`src/rtl/ppc_uop_sequencer.sv`:
```
// Fetch-to-decode sequencer: cracks PowerPC update-form loads/stores and lmw/stmw into simple uops
// behind a registered valid/ready output stage.
module ppc_uop_sequencer #(
  parameter int PC_WIDTH    = 32,
  parameter int INSTR_WIDTH = 32,
  parameter bit MW_EN       = 1'b1
) (
  input  logic                  clk,
  input  logic                  rst_n,
  input  logic                  flush,
  input  logic                  in_valid,
  output logic                  in_ready,
  input  logic [0:INSTR_WIDTH-1] in_instr,
  input  logic [0:PC_WIDTH-1]   in_pc,
  output logic                  out_valid,
  input  logic                  out_ready,
  output logic [0:INSTR_WIDTH-1] out_instr,
  output logic [0:PC_WIDTH-1]   out_pc,
  output logic                  out_last,
  output logic                  busy
);

  typedef enum logic [1:0] {IDLE, UPD2, MULTI} state_t;

  state_t      state_reg;
  logic [0:5]  base_reg;
  logic [0:4]  cur_rt_reg;
  logic [0:4]  ra_reg;
  logic [0:15] disp_reg;

  logic [0:5]  opcd;
  logic [0:4]  rt;
  logic [0:4]  ra;
  logic [0:15] d;
  logic        is_upd_op;
  logic        is_upd_store;
  logic        is_upd;
  logic        is_mw;
  logic        accept;
  logic        load_slot;

  assign opcd = in_instr[0:5];
  assign rt   = in_instr[6:10];
  assign ra   = in_instr[11:15];
  assign d    = in_instr[16:31];

  assign is_upd_op    = opcd inside {6'd33, 6'd35, 6'd37, 6'd39, 6'd41, 6'd43, 6'd45};
  assign is_upd_store = opcd inside {6'd37, 6'd39, 6'd45};
  // Loads that would overwrite their own base (RA==RT) are invalid forms and pass through untouched.
  assign is_upd = is_upd_op && (ra != 5'd0) && (is_upd_store || (ra != rt));
  assign is_mw  = MW_EN && ((opcd == 6'd46) || (opcd == 6'd47));

  assign load_slot = ~out_valid | out_ready;
  assign in_ready  = ~flush & (state_reg == IDLE) & load_slot;
  assign accept    = in_valid & in_ready;
  assign busy      = (state_reg != IDLE);

  always_ff @(posedge clk) begin
    if (!rst_n) begin
      state_reg  <= IDLE;
      out_valid  <= 1'b0;
      out_instr  <= '0;
      out_pc     <= '0;
      out_last   <= 1'b0;
      base_reg   <= '0;
      cur_rt_reg <= '0;
      ra_reg     <= '0;
      disp_reg   <= '0;
    end else if (flush) begin
      state_reg <= IDLE;
      out_valid <= 1'b0;
      out_last  <= 1'b0;
    end else if (load_slot) begin
      case (state_reg)
        UPD2: begin
          // Second half of an update form: addi RA,RA,D writes back the effective address.
          out_instr <= {6'd14, ra_reg, ra_reg, disp_reg};
          out_last  <= 1'b1;
          state_reg <= IDLE;
        end
        MULTI: begin
          out_instr  <= {base_reg, cur_rt_reg, ra_reg, disp_reg};
          out_last   <= (cur_rt_reg == 5'd31);
          cur_rt_reg <= cur_rt_reg + 5'd1;
          disp_reg   <= disp_reg + 16'd4;
          if (cur_rt_reg == 5'd31) state_reg <= IDLE;
        end
        default: begin
          if (accept) begin
            out_valid <= 1'b1;
            out_pc    <= in_pc;
            ra_reg    <= ra;
            if (is_upd) begin
              out_instr <= {opcd[0:4], 1'b0, rt, ra, d};
              out_last  <= 1'b0;
              disp_reg  <= d;
              state_reg <= UPD2;
            end else if (is_mw) begin
              base_reg   <= (opcd == 6'd46) ? 6'd32 : 6'd36;
              out_instr  <= {((opcd == 6'd46) ? 6'd32 : 6'd36), rt, ra, d};
              cur_rt_reg <= rt + 5'd1;
              disp_reg   <= d + 16'd4;
              out_last   <= (rt == 5'd31);
              state_reg  <= (rt == 5'd31) ? IDLE : MULTI;
            end else begin
              out_instr <= in_instr;
              out_last  <= 1'b1;
              state_reg <= IDLE;
            end
          end else begin
            out_valid <= 1'b0;
          end
        end
      endcase
    end
  end

endmodule

```
`config.mk`:
```
export PLATFORM = sky130hd
export DESIGN_NAME = ppc_uop_sequencer
export DESIGN_NICKNAME = d
export VERILOG_FILES = /design/src/rtl/ppc_uop_sequencer.sv
export SDC_FILE = /design/constraint.sdc
export NUM_CORES = 1
export LEC_CHECK = 0
export ABC_CLOCK_PERIOD_IN_PS = 3020
export CORE_MARGIN = 2
export CORE_UTILIZATION = 48
export CTS_CLUSTER_DIAMETER = 200
export CTS_CLUSTER_SIZE = 24
export DETAILED_ROUTE_END_ITERATION = 12
export GPL_ROUTABILITY_DRIVEN = 1
export HOLD_SLACK_MARGIN = 0.08
export PLACE_DENSITY = 0.91
export SLEW_MARGIN = 10
export SYNTH_ARGS = -nofsm -noshare
export SYNTH_HDL_FRONTEND = slang
export SYNTH_SLANG_ARGS = --single-unit
```
`constraint.sdc`:
```
create_clock -name clk -period 3.02 [get_ports clk]
set_input_delay 0.604 -clock clk [delete_from_list [all_inputs] [get_ports clk]]
set_output_delay 0.604 -clock clk [all_outputs]
set_load 0.05 [all_outputs]
```
==> run metrics <==
outcome completed; CP Launch Type input pin; CP max FO 10; Tightest Hold Check Type flip-flop to flip-flop; Post-Syn Area between 4000 and 5000 um^2; Synth area leaders dfxtp_1 (41%), nand2_1 (9.5%), a21oi_1 (7.2%); syn_nets between 600 and 700; crit-path max cell delay 560 ps; leading area contributor after synthesis dfxtp_1; Longest Clk Path Bufs 2; Die H 103 um; first-pass GRT wire length 24400 um; mean routed wirelength per cell between 15 and 20 um; crit path DAT 2990 ps; CP cell instances clkdlybuf4s50_1 -> or4_4 -> o2111a_2 -> o21a_4 -> buf_4 -> o311ai_0 -> and4_1 -> o21a_1; fin nets 823; CTS HTree Levels 3; Max Slew Vio Count 0; Avg Inst Size Synth 7.73 um^2; sequential share of the synthesized area between 40 and 50%; cell count after synthesis 610; Area Overhead vs Synth 39.6%; gr ovfl total 0; root buf cell clkbuf_8; ys flop type dfxtp_1; synth warn 0; top cell type's share of synthesized area about two fifths; Worst slew margin 58.9%; Max Cap Viol 0; routability-driven placement congestion ratio about 0.9; Worst-Skew Late Latency 380 ps; Yosys reg bits 96; R2R Setup Slk 690 ps; antenna cells 0; Port Buffers 136; post-CTS setup buffer count 0; total CTS buffers 9; share of cells above drive strength 1 8.23%; RSZ-0062 raised after global routing false; clock slew seen by the registers of the worst setup and hold paths 100 ps; final setup fails 0; Final period util 88.4%; Hold Path End out_pc[22]; pwr/cell area ~440 nW/um^2; gr busiest metal met2; f_max 375 MHz; grt met3 use between 5 and 6%; antenna violations before repair 0; Routed Antenna Nets 0; Routed WL 15600 um; capturing element type of the critical path flip-flop; die extent in x 103 um; Top Family by Delay on Critical Path compound AO/OA/AOI/OAI gates; post_cts resized 0; minimum clock period ~2700 ps; via count between 5000 and 6000; Overall Power 2.92 mW; Synth async-reset ratio 0%; EDFF count, synth 0; Slew @ Worst Pin 617 ps; synth unique cells 60; Hold Buf Count CTS 0; Post-route DRC 0; Setup Skew 13.3 ps; VDD IR max 0.379 mV; Final Hold Viols 0; Leakage 2.33 nW; Vias/cell just under 6; Starting Density 48.9%; vias in the first global route approximately 5100; largest net degree at the start of global routing 44; Hold Crit Depth 2; met1 GRT Util a little over a third; final HPWL from detailed placement 11400 um; critical path class input pin to flip-flop; num ports 137; Slowest-stage cell, CP or4_4; Register-to-Register Path Depth 7; detailed-router iteration count before antenna repair 5; met2 Usage GRT 49.4%; Total GRT Usage 29.3%; die area 10600 um^2; # clock sinks 96; Hold Crit Start out_pc[22]; CTS tree built; final core utilization 68.3%; core area ~9600 um^2; Critical Path RT 3340 ps; RR Endpoint disp_reg[6]; worst r2r src state_reg[1]; Critical path buffers and inverters 2; FP Rows 36; Iter 0 DRT Violations 340
## per-stage QoR
| step | std cells | hold WS [ps] | setup slack (ps) | TNS, ps | instance area, um^2 |
|---|---|---|---|---|---|
| 2_1_floorplan | 610 | 429 | 692 | 0 | 4720 |
| 3_3_place_gp | 870 | 441 | 97.6 | 0 | 6380 |
| 3_5_place_dp | 870 | 447 | -3.61 | -3.61 | 6380 |
| 4_1_cts | 886 | 464 | 384 | 0 | 6590 |
| 5_1_grt | 886 | 479 | 278 | 0 | 6590 |
| 6_report | 886 | 462 | 351 | 0 | 6590 |
## layout by cell type (no fill, tap or decap), drive strengths merged, types with 4 or more instances in the layout
cell type / count
xnor2: 4
o2111ai: 6
buf: 34
dfxtp: 96
o211ai: 10
a221oi: 21
nand4: 10
nand3: 20
a21oi: 68
a211oi: 4
xor2: 8
mux2i: 7
a221o: 4
clkbuf: 9
ha: 6
and3: 7
inv: 17
nor2: 50
o21ai: 18
or3: 4
nor3: 31
o21a: 7
nand2: 119
clkdlybuf4s50: 135
## worst max path at each step
| stage | startpoint | end | slack, ps | cells after the start |
|---|---|---|---|---|
| floorplan | in_instr[14] | disp_reg[1] | 690 | 6 |
| CTS | in_instr[13] | disp_reg[8] | 380 | 8 |
| global placement | in_instr[13] | disp_reg[12] | 100 | 8 |
| detailed placement | in_instr[13] | disp_reg[0] | -4 | 8 |
| global route | in_instr[13] | disp_reg[12] | 280 | 8 |
| finish | in_instr[13] | disp_reg[8] | 350 | 8 |
## Yosys cell counts, types with 8 or more instances
cell type  count
nor3_1        31
dfxtp_1       96
nor2_1        50
a221oi_1      21
inv_1         13
o21ai_0       16
nand2_1      119
xor2_1         8
a21oi_1       68
clkbuf_1      37
o211ai_1      10
nand3_1       20
nand4_1       10
## cell type report
class / count / area (um^2)
Clock buffer: 9 / 124
Tap cell: 133 / 166
Multi-Input combinational cell: 458 / 2590
Fill cell: 779 / 3050
Clock inverter: 7 / 86.3
Timing Repair Buffer: 169 / 1640
Inverter: 14 / 52.6
Sequential cell: 96 / 1920
## where the power goes
part / internal (mW) / switching [mW]
sequential: 1.32 / 0.0355
combinational: 0.258 / 0.394
clock: 0.400 / 0.506
total: 1.98 / 0.935
## worst min-delay path, delay by kind of cell (launching register included)
| kind | cells | cell delay, ps |
|---|---|---|
| AND/OR/NAND/NOR | 1 | 50 |
| AO/OA/AOI/OAI | 1 | 50 |
| flip-flops | 1 | 320 |
## cells by family after synthesis
family | synth area share (%)
DFF | 40.7
and+or+nand+nor | 25.4
buffers and inverters | 4.53
xor gates and xnor gates | 2.23
adders and majority gates | 1.59
muxes | 1.96
AOI/OAI and AO/OA | 23.6
## per-layer routing
metal	share of wire [%]	wire [um]
met4	2.4	380
met1	39	6110
met5	0	0
met3	8.3	1300
met2	50	7820
Power figures use the tool's default switching activity.
